### src/rtl/ctrl_pkg.sv
// Shared encodings for the multi-cycle MIPS control FSM: state codes, opcodes,
// ALU function codes and datapath select codes.
package ctrl_pkg;

  typedef enum logic [3:0] {
    S_IDLE     = 4'd0,
    S_FETCH    = 4'd1,
    S_DECODE   = 4'd2,
    S_MEM_ADDR = 4'd3,
    S_MEM_RD   = 4'd4,
    S_MEM_WB   = 4'd5,
    S_MEM_WR   = 4'd6,
    S_EXEC     = 4'd7,
    S_R_WB     = 4'd8,
    S_BRANCH   = 4'd9,
    S_JUMP     = 4'd10,
    S_HALT     = 4'd15
  } state_t;

  localparam logic [5:0] OP_RTYPE = 6'b000000;
  localparam logic [5:0] OP_LW    = 6'b100011;
  localparam logic [5:0] OP_SW    = 6'b101011;
  localparam logic [5:0] OP_BEQ   = 6'b000100;
  localparam logic [5:0] OP_J     = 6'b000010;

  localparam logic [5:0] ALU_ADD = 6'b100000;
  localparam logic [5:0] ALU_SUB = 6'b100010;

  localparam logic [1:0] SRCB_RT      = 2'b00;
  localparam logic [1:0] SRCB_FOUR    = 2'b01;
  localparam logic [1:0] SRCB_IMM     = 2'b10;
  localparam logic [1:0] SRCB_IMM_SH2 = 2'b11;

  localparam logic [1:0] PC_ALU    = 2'b00;
  localparam logic [1:0] PC_ALUOUT = 2'b01;
  localparam logic [1:0] PC_JUMP   = 2'b10;

  // States that hold a memory request open until MemReady
  function automatic logic is_wait_state(input state_t s);
    return (s == S_FETCH) || (s == S_MEM_RD) || (s == S_MEM_WR);
  endfunction

endpackage

### src/rtl/mem_wait_timer.sv
// Counts consecutive not-ready cycles of a memory access and flags the cycle
// in which the MEM_TIMEOUT-th wait happens with MemReady still low.
module mem_wait_timer #(
  parameter int MEM_TIMEOUT = 15,
  parameter int WAIT_W      = 4
) (
  input  logic clk,
  input  logic rst_n,
  input  logic clear,
  input  logic tick,
  input  logic ready,
  output logic timeout
);

  localparam logic [WAIT_W-1:0] LAST = WAIT_W'(MEM_TIMEOUT - 1);

  logic [WAIT_W-1:0] count;

  always_ff @(posedge clk or negedge rst_n) begin
    if (!rst_n)
      count <= '0;
    else if (clear)
      count <= '0;
    else if (tick && !ready)
      count <= count + 1'b1;
  end

  // A ready in the limit cycle still completes the access
  assign timeout = tick && !ready && (count == LAST);

endmodule

### src/rtl/multicycle_ctrl_fsm.sv
// Multi-cycle MIPS control FSM driving the shared datapath's selects and enables.
// Define MC_CTRL_JUMP_EN to decode j (opcode 000010) through a JUMP state.
module multicycle_ctrl_fsm
  import ctrl_pkg::*;
#(
  parameter int MEM_TIMEOUT = 15,
  parameter int WAIT_W      = 4
) (
  input  logic       Clk,
  input  logic       Rst,
  input  logic [5:0] Opcode,
  input  logic [5:0] Funct,
  input  logic       Zero,
  input  logic       MemReady,
  output logic       IorD,
  output logic       MemRead,
  output logic       MemWrite,
  output logic       IRWrite,
  output logic       RegDst,
  output logic       MemtoReg,
  output logic       RegWrite,
  output logic       ALUSrcA,
  output logic [1:0] ALUSrcB,
  output logic [5:0] ALUOp,
  output logic [1:0] PCSrc,
  output logic       PCWrite,
  output logic       Fault,
  output logic [3:0] State
);

  state_t state, next_state;
  logic   mem_timeout;

  mem_wait_timer #(
    .MEM_TIMEOUT(MEM_TIMEOUT),
    .WAIT_W     (WAIT_W)
  ) u_wait_timer (
    .clk    (Clk),
    .rst_n  (Rst),
    .clear  (next_state != state),
    .tick   (is_wait_state(state)),
    .ready  (MemReady),
    .timeout(mem_timeout)
  );

  always_ff @(posedge Clk or negedge Rst) begin
    if (!Rst)
      state <= S_IDLE;
    else
      state <= next_state;
  end

  always_comb begin
    next_state = state;
    case (state)
      S_IDLE:     next_state = S_FETCH;
      S_FETCH:    if (MemReady) next_state = S_DECODE;
                  else if (mem_timeout) next_state = S_HALT;
      S_DECODE: begin
        case (Opcode)
          OP_LW, OP_SW: next_state = S_MEM_ADDR;
          OP_RTYPE:     next_state = S_EXEC;
          OP_BEQ:       next_state = S_BRANCH;
`ifdef MC_CTRL_JUMP_EN
          OP_J:         next_state = S_JUMP;
`endif
          default:      next_state = S_HALT;
        endcase
      end
      S_MEM_ADDR: begin
        if (Opcode == OP_LW)      next_state = S_MEM_RD;
        else if (Opcode == OP_SW) next_state = S_MEM_WR;
        else                      next_state = S_HALT;
      end
      S_MEM_RD:   if (MemReady) next_state = S_MEM_WB;
                  else if (mem_timeout) next_state = S_HALT;
      S_MEM_WB:   next_state = S_FETCH;
      S_MEM_WR:   if (MemReady) next_state = S_FETCH;
                  else if (mem_timeout) next_state = S_HALT;
      S_EXEC:     next_state = S_R_WB;
      S_R_WB:     next_state = S_FETCH;
      S_BRANCH:   next_state = S_FETCH;
`ifdef MC_CTRL_JUMP_EN
      S_JUMP:     next_state = S_FETCH;
`endif
      S_HALT:     next_state = S_HALT;
      default:    next_state = S_HALT;
    endcase
  end

  // Every control defaults to 0; each state raises only what it uses
  always_comb begin
    IorD     = 1'b0;
    MemRead  = 1'b0;
    MemWrite = 1'b0;
    IRWrite  = 1'b0;
    RegDst   = 1'b0;
    MemtoReg = 1'b0;
    RegWrite = 1'b0;
    ALUSrcA  = 1'b0;
    ALUSrcB  = SRCB_RT;
    ALUOp    = 6'b000000;
    PCSrc    = PC_ALU;
    PCWrite  = 1'b0;
    Fault    = 1'b0;
    case (state)
      S_FETCH: begin
        MemRead = 1'b1;
        ALUSrcB = SRCB_FOUR;
        ALUOp   = ALU_ADD;
        IRWrite = MemReady;
        PCWrite = MemReady;
      end
      S_DECODE: begin
        ALUSrcB = SRCB_IMM_SH2;
        ALUOp   = ALU_ADD;
      end
      S_MEM_ADDR: begin
        ALUSrcA = 1'b1;
        ALUSrcB = SRCB_IMM;
        ALUOp   = ALU_ADD;
      end
      S_MEM_RD: begin
        IorD    = 1'b1;
        MemRead = 1'b1;
      end
      S_MEM_WB: begin
        RegWrite = 1'b1;
        MemtoReg = 1'b1;
      end
      S_MEM_WR: begin
        IorD     = 1'b1;
        MemWrite = 1'b1;
      end
      S_EXEC: begin
        ALUSrcA = 1'b1;
        ALUOp   = Funct;
      end
      S_R_WB: begin
        RegWrite = 1'b1;
        RegDst   = 1'b1;
        ALUOp    = Funct;
      end
      S_BRANCH: begin
        ALUSrcA = 1'b1;
        ALUOp   = ALU_SUB;
        PCSrc   = PC_ALUOUT;
        PCWrite = Zero;
      end
`ifdef MC_CTRL_JUMP_EN
      S_JUMP: begin
        PCSrc   = PC_JUMP;
        PCWrite = 1'b1;
      end
`endif
      S_HALT:  Fault = 1'b1;
      default: ;
    endcase
  end

  assign State = state;

endmodule

### config.mk
export PLATFORM = sky130hd
export DESIGN_NAME = multicycle_ctrl_fsm
export DESIGN_NICKNAME = d
export VERILOG_FILES = /design/src/rtl/ctrl_pkg.sv /design/src/rtl/mem_wait_timer.sv /design/src/rtl/multicycle_ctrl_fsm.sv
export SDC_FILE = /design/constraint.sdc
export NUM_CORES = 1
export LEC_CHECK = 0
export CAP_MARGIN = 20
export CELL_PAD_IN_SITES_DETAIL_PLACEMENT = 1
export CELL_PAD_IN_SITES_GLOBAL_PLACEMENT = 2
export CORE_MARGIN = 2
export CORE_UTILIZATION = 23
export CTS_CLUSTER_SIZE = 28
export DETAILED_ROUTE_END_ITERATION = 8
export PLACE_DENSITY = 0.95
export RECOVER_POWER = 50
export SLEW_MARGIN = 20
export SYNTH_ARGS = -nofsm -noshare
export SYNTH_HDL_FRONTEND = slang
export SYNTH_SLANG_ARGS = --single-unit
### constraint.sdc
create_clock -name Clk -period 3.57 [get_ports Clk]
set_input_delay 0.5355 -clock Clk [delete_from_list [all_inputs] [get_ports Clk]]
set_output_delay 0.5355 -clock Clk [all_outputs]
set_load 0.05 [all_outputs]
==> metrics.csv, run 1 <==
stage;metric;value;unit
status;status;complete, no violations;
setup_path;cp_max_fo;14;
sta;finalHoldViolations;0;
synth;synth-compound-area-share;27.7;%
power_and_ir_drop;power.net_switching;44.5;uW
synth;async_reset_ff_share;100;%
synth;synth-adder-area-share;2.82;%
die;row_count;22;
clock_tree;cts_buffers;3;
setup_path;cp_data_arrival_time;2.62;ns
place;place_area;1290;sq um
final_layout;layout.filler_cells;472;
final_layout;seq_area;200;sq um
power_and_ir_drop;cell_internal_pwr;179;uW
route;post-route-drc-count;0;
grt;largest_net_degree_at_the_start_of_global_routing;24;
synth;yosys.area.top_type;sky130_fd_sc_hd__dfrtp_1;
power_and_ir_drop;comb_power_share;11.6;%
sta;max_slew_margin;56.0;%
clock_tree;postCtsHoldBufs;0;
power_and_ir_drop;max-vdd-ir-drop;0.119;mV
setup_path;r2r-end;u_wait_timer.count[0];
synth;netlist_instances;127;
sta;totalNegativeSetupSlack;0;ns
sta;timing.final.setup_violations;0;
grt;grt_pass1_wl;5.23;mm
route;drt-total-wl;3.19;mm
clock_tree;postCtsResizedCells;0;
final_layout;nets;180;
sta;tightest_slew;0.654;ns
worst_hold_path;min_path_cells;2;
worst_hold_path;min_from;u_wait_timer.count[2];
clock_tree;clkLatencyLatePin;0.22;ns
final_layout;area_growth_syn_to_layout;49.7;%
sta;timing.final.crit_period;3.15;ns
clock_tree;postCtsSetupBuffers;0;
final_layout;layoutNonFillerInstCount;208;
grt;initial_antenna_violation_count;0;
synth;sequential_fraction_of_the_synthesis_area;22.5;%
synth;synth_area;888;sq um
setup_path;worstSetupEndpointType;primary output;
die;initial_core_util;24.1;%
setup_path;worstRegToRegCells;5;
power_and_ir_drop;power.share.sequential;40.7;%
route;vias;1080;
worst_hold_path;min_path_type;reg -> reg;
worst_hold_path;hold-path-endpoint;u_wait_timer.count[2];
synth;synthMuxAreaShare;0;%
synth;syn-mean-instance-area;6.99;sq um
die;io-pin-count;40;
place;number_of_placed_instances_with_taps_included;205;
place;globalplace.congestion;0.852;
synth;netlist-cell-type-count;39;
power_and_ir_drop;leakage;0.000511;uW
sta;final.setup.worst_slack;0.416;ns
synth;synth_enable_flop_cells;0;
final_layout;multi_input_logic_area;614;sq um
place;place.port_buffers;38;
route;firstDrtPassIters;4;
synth;synth-seq-cells;8;
final_layout;post-route-cell-area;1330;sq um
grt;groute.usage.overall;15.5;%
final_layout;post_route_cells_drive_above_1_share;4.38;%
sta;fin_crit_sh;88.4;%
synth;synth_ff_type;sky130_fd_sc_hd__dfrtp_1;
place;place_hpwl;2.55;mm
setup_path;worst_setup_path_start_kind;register;
clock_tree;cts_tree;done;
clock_tree;clock_slew_at_the_register_clock_pins_of_the_worst_setup_and_hold_paths;0.04;ns
die;die_h;66.2;um
route;wire_per_inst;15.3;um
synth;xor_and_xnor_area_share_after_synthesis;3.94;%
clock_tree;cts-root-to-sink-buffers;2;
grt;globalRouteOverflowTotal;0;
synth;top_area_cells_in_the_synthesized_netlist;sky130_fd_sc_hd__dfrtp_1 (23%), sky130_fd_sc_hd__o21ai_0 (9.0%), sky130_fd_sc_hd__nor2_1 (6.8%), sky130_fd_sc_hd__a21oi_1 (5.1%), sky130_fd_sc_hd__xnor2_1 (3.9%);
setup_path;rrSetupSlack;1.24;ns
sta;rsz_0062_raised_after_global_routing;false;
die;die-width;66.2;um
sta;timing.fmax;317;MHz
power_and_ir_drop;powerDensity;168;nW/um^2
die;placeableCoreArea;3690;sq um
sta;finClkSkew;0.00280;ns
route;drt_iter0_markers;52;
synth;synth_top_family_by_area;simple AND/OR/NAND/NOR gates;
synth;post_synthesis_simple_gate_area_fraction;34.8;%
clock_tree;htree_levels;1;
die;dieArea;4380;sq um
synth;yosys.area.top_type_share;22.5;%
synth;synthesis.yosys.warnings;0;
power_and_ir_drop;fin_total_pwr;224;uW
power_and_ir_drop;netSwitchingFraction;19.9;%
route;via_per_inst;5.19;
synth;synth_nets;145;
sta;slew_viol_final;0;
setup_path;critPathRequiredTime;3.03;ns
setup_path;worstReg2RegStart;State[0];
clock_tree;clock_sink_count;8;
power_and_ir_drop;clock_power_share;47.7;%
clock_tree;clock_root_cell;sky130_fd_sc_hd__clkbuf_8;
final_layout;antenna-diode-count;0;
grt;vias_in_the_first_global_route;1124;
place;pre_cts_ws;0.630;ns
route;antenna_violating_nets_post_route;0;
flow_run;maxCapViolCount;0;
setup_path;setup.worst_path.class;reg -> out;
synth;post_synth_most_frequent_cells;sky130_fd_sc_hd__nor2_1 (16), sky130_fd_sc_hd__o21ai_0 (16), sky130_fd_sc_hd__a21oi_1 (9), sky130_fd_sc_hd__dfrtp_1 (8), sky130_fd_sc_hd__nand2_1 (7);
[cell usage in the layout, fill, tap and decap left out, drive strengths merged, types with 3 or more instances in the layout]
cell           netlist  routed
a21o                 3       3
a21oi                9       9
and2                 4       4
and3                 4       4
clkbuf               6       3
clkdlybuf4s50        0      31
dfrtp                8       8
dlygate4sd3          0       7
inv                  5       5
nand2                7       7
nand2b               4       4
nand3                5       5
nor2                16      16
nor3                 3       3
nor4                 4       4
o21ai               16      16
o31ai                3       3
xnor2                4       4
[through the flow]
step                      hold slack (ns)  util (%)
final                               0.629      36.1
after detailed placement            0.618      35.1
after CTS                           0.602      36.2
after global routing                0.680      36.1
after floorplan                     0.240         -
after global placement              0.611      35.1
[metal layers]
| metal | routed length [um] | vias to the layer above | global-route usage, % |
|---|---|---|---|
| li1 | - | 522 | - |
| met5 | 0 | - | 0 |
| met4 | 27 | 0 | 4.08 |
| met1 | 1370 | 531 | 19.4 |
| met2 | 1710 | 23 | 26.9 |
| met3 | 86 | 4 | 3.07 |
[final cells by class]
| cell class | instances | area share [%] |
|---|---|---|
| tap | 48 | 4.52 |
| sequential | 8 | 15.1 |
| inverter | 5 | 1.41 |
| multi-input combinational | 104 | 46.2 |
| timing repair buffer | 40 | 29.7 |
| clock buffer | 3 | 3.10 |
[logic make-up (layout without fill, tap and decap cells)]
logic type                 Yosys count  in the layout
other                                1              1
DFF                                  8              8
AOI/OAI and AO/OA                   40             40
buffers and inverters               15             48
adders and majority gates            2              2
xor gates and xnor gates             4              4
and+or+nand+nor                     57             57
[critical path: stages (launching register included)]
cell                              delay (ns)
sky130_fd_sc_hd__dfrtp_1                0.53
sky130_fd_sc_hd__buf_4                  0.25
sky130_fd_sc_hd__nor2_1                 0.23
sky130_fd_sc_hd__nand3_1                0.16
sky130_fd_sc_hd__o21ai_0                0.22
sky130_fd_sc_hd__and2_1                 0.20
sky130_fd_sc_hd__clkdlybuf4s50_1        0.80
[power by group through the flow]
stage                     clock [uW]  sequential (uW)  combinational, uW
after detailed placement           0             92.4               26.8
after global placement             0             92.4               25.5
after global routing             116             91.1               28.2
final                            107             91.2               26.0
after CTS                        110             91.2               26.8
after floorplan                    0             92.4               7.12
[sequential cells by signal, indices dropped and copies added, names as in the netlist]
signal / flops
u_wait_timer.count: 4
State: 4
[worst max path at each step]
| stage | end | start | depth (start not counted) | slack (ns) |
|---|---|---|---|---|
| after floorplan | PCWrite | State[1] | 5 | 0.65 |
| after global placement | PCWrite | MemReady | 5 | 0.68 |
| after detailed placement | PCWrite | MemReady | 5 | 0.63 |
| after CTS | ALUOp[2] | State[2] | 6 | 0.41 |
| after global routing | ALUOp[3] | State[2] | 6 | 0.22 |
| final | ALUOp[3] | State[2] | 6 | 0.42 |
Note: power is estimated with default switching activity, not from simulation.
==> inputs of run 2 (changes only) <==
--- a/config.mk
+++ b/config.mk
@@ -8,7 +8,7 @@
 export CAP_MARGIN = 20
 export CELL_PAD_IN_SITES_DETAIL_PLACEMENT = 1
 export CELL_PAD_IN_SITES_GLOBAL_PLACEMENT = 2
-export CORE_MARGIN = 2
+export CORE_MARGIN = 1
 export CORE_UTILIZATION = 23
 export CTS_CLUSTER_SIZE = 28
 export DETAILED_ROUTE_END_ITERATION = 8
==> run 2 against run 1 <==
Fmax up 3.4%; non-clock buffer count up 1; die area down 6.0%; final cell count up 0.48%; clock power about the same; combinational power about the same; largest cell class unchanged; sequential share of layout area down 0.084 points; clock skew about the same; via count up 0.28%; largest power group unchanged; first-iteration DRC count down 3.8%; register-to-register slack worse by 0.16 ns.
==> metrics.csv, run 2 (synthesis gave the netlist of run 1 again) <==
stage;metric;value;unit;change
sta;max_slew_margin;60.4;%;+4.4 points
power_and_ir_drop;netSwitchingFraction;20.9;%;+0.98 points
grt;initial_antenna_violation_count;0;;unchanged
final_layout;nets;181;;+0.56%
power_and_ir_drop;max-vdd-ir-drop;0.0944;mV;-21%
power_and_ir_drop;power.net_switching;47.3;uW;+6.4%
place;globalplace.congestion;0.914;;+7.3%
die;initial_core_util;24.1;%;unchanged
worst_hold_path;min_path_cells;2;;unchanged
sta;totalNegativeSetupSlack;0;ns;unchanged
sta;rsz_0062_raised_after_global_routing;false;;
setup_path;worstReg2RegStart;State[0];;
setup_path;worstSetupEndpointType;primary output;;
clock_tree;postCtsSetupBuffers;0;;unchanged
die;die-width;64.2;um;-3.0%
clock_tree;postCtsHoldBufs;0;;unchanged
grt;groute.usage.overall;16.4;%;+0.92 points
route;post-route-drc-count;0;;unchanged
sta;timing.final.crit_period;3.05;ns;-0.104 ns
power_and_ir_drop;comb_power_share;11.4;%;-0.2 points
final_layout;most-common-layout-cells;sky130_fd_sc_hd__clkdlybuf4s50_1 (31), sky130_fd_sc_hd__nor2_1 (16), sky130_fd_sc_hd__o21ai_0 (16);;
clock_tree;clock_root_cell;sky130_fd_sc_hd__clkbuf_8;;
sta;tightest_slew;0.589;ns;-0.0652 ns
place;place.port_buffers;38;;unchanged
clock_tree;postCtsResizedCells;0;;unchanged
route;firstDrtPassIters;4;;unchanged
final_layout;antenna-diode-count;0;;unchanged
worst_hold_path;min_path_type;reg -> reg;;
route;drt_iter0_markers;50;;-3.8%
die;dieArea;4120;sq um;-6.0%
sta;finalHoldViolations;0;;unchanged
die;placeableCoreArea;3690;sq um;unchanged
sta;timing.fmax;328;MHz;+3.4%
setup_path;worst_setup_path_start_kind;register;;
clock_tree;cts_buffers;3;;unchanged
setup_path;cp_data_arrival_time;2.51;ns;-0.11 ns
die;die_h;64.2;um;-3.0%
setup_path;cp_max_fo;15;;+1
route;vias;1083;;+0.28%
clock_tree;clock_sink_count;8;;unchanged
power_and_ir_drop;power.share.sequential;40.2;%;-0.5 points
route;antenna_violating_nets_post_route;0;;unchanged
grt;globalRouteOverflowTotal;0;;unchanged
setup_path;worstRegToRegCells;5;;unchanged
grt;largest_net_degree_at_the_start_of_global_routing;16;;-33%
clock_tree;clkLatencyLatePin;0.23;ns;about the same
die;row_count;22;;unchanged
final_layout;post_route_cells_drive_above_1_share;4.97;%;+0.59 points
clock_tree;htree_levels;1;;unchanged
power_and_ir_drop;leakage;0.000515;uW;+0.81%
worst_hold_path;min_from;u_wait_timer.count[2];;
power_and_ir_drop;powerDensity;170;nW/um^2;+0.80%
clock_tree;cts-root-to-sink-buffers;2;;unchanged
power_and_ir_drop;clock_power_share;48.4;%;+0.7 points
route;via_per_inst;5.18;;-0.20%
setup_path;setup.worst_path.class;reg -> out;;
route;drt-total-wl;3.22;mm;+1.0%
die;io-pin-count;40;;unchanged
flow_run;maxCapViolCount;0;;unchanged
clock_tree;cts_tree;done;;
power_and_ir_drop;cell_internal_pwr;180;uW;+0.13%
grt;grt_pass1_wl;5.19;mm;-0.80%
setup_path;critical_path.startpoint;State[0];;
status;status;complete, no violations;;
sta;slew_viol_final;0;;unchanged
setup_path;critPathRequiredTime;3.03;ns;about the same
sta;timing.final.setup_violations;0;;unchanged
sta;finClkSkew;0.00258;ns;-0.000216 ns
final_layout;area_growth_syn_to_layout;50.6;%;
grt;vias_in_the_first_global_route;1087;;-3.3%
sta;fin_crit_sh;85.4;%;-2.9 points
place;place_hpwl;2.58;mm;+1.5%
route;wire_per_inst;15.4;um;+0.55%
final_layout;layout.filler_cells;471;;-0.21%
sta;final.hold.worst_slack;0.633;ns;+0.00344 ns
final_layout;layout_commonest_cell;sky130_fd_sc_hd__clkdlybuf4s50_1;;
clock_tree;clock_slew_at_the_register_clock_pins_of_the_worst_setup_and_hold_paths;0.04;ns;about the same
[run 2: cell types whose count changed in the layout (fill, tap and decap cells not counted), sizes merged]
| cell | change |
|---|---|
| buf | +1 |
[run 2: layer usage]
layer  routed length [um]  vias up  GRT usage [%]
li1                     -      524              -
met1                 1420      522           20.9
met2                 1600       28           27.1
met3                  106        9           1.96
met4                   87        0           8.33
met5                    0        -              0
[run 2: final cells by class]
class	count	area (sq um)	share of cell area (%)
Clock buffer	3	41.3	3.09
Inverter	5	18.8	1.40
Multi-Input combinational cell	104	614	45.9
Sequential cell	8	200	15.0
Tap cell	48	60.1	4.49
Timing Repair Buffer	41	403	30.1
[run 2: power by group through the flow]
stage	Clock [uW]	Combinational, uW	Sequential, uW
floorplan	0	7.12	92.4
global placement	0	25.3	92.4
detailed placement	0	26.6	92.4
CTS	111	26.7	91.2
global route	116	27.6	91.1
finish	110	25.9	91.2
[run 2: worst paths after layout]
| check | endpoint | slack, ns |
|---|---|---|
| setup / recovery | ALUOp[0] | 0.52 |
| hold reg to reg | u_wait_timer.count[2] | 0.63 |
| hold / removal | u_wait_timer.count[2] | 0.63 |
| setup reg to reg | u_wait_timer.count[0] | 1.08 |
| min in group asynchronous | State[1] | 0.67 |
| max in group asynchronous | u_wait_timer.count[2] | 2.62 |
[run 2: metrics by stage]
stage / power (uW) / util, % / cells / setup slack (ns) / area (sq um)
3_5_place_dp: 119 / 35.3 / 206 / 0.637 / 1300
3_3_place_gp: 118 / 35.3 / 206 / 0.681 / 1300
4_1_cts: 229 / 36.4 / 209 / 0.536 / 1340
5_1_grt: 235 / 36.3 / 209 / 0.375 / 1340
2_1_floorplan: 99.6 / - / 127 / 0.651 / 888
6_report: 227 / 36.3 / 209 / 0.520 / 1340
[run 2: critical path, cell delays in order (launching register included)]
cell	delay [ns]
sky130_fd_sc_hd__dfrtp_1	0.54
sky130_fd_sc_hd__inv_1	0.30
sky130_fd_sc_hd__nand3_1	0.19
sky130_fd_sc_hd__o21ai_0	0.23
sky130_fd_sc_hd__and2_1	0.20
sky130_fd_sc_hd__clkdlybuf4s50_1	0.83
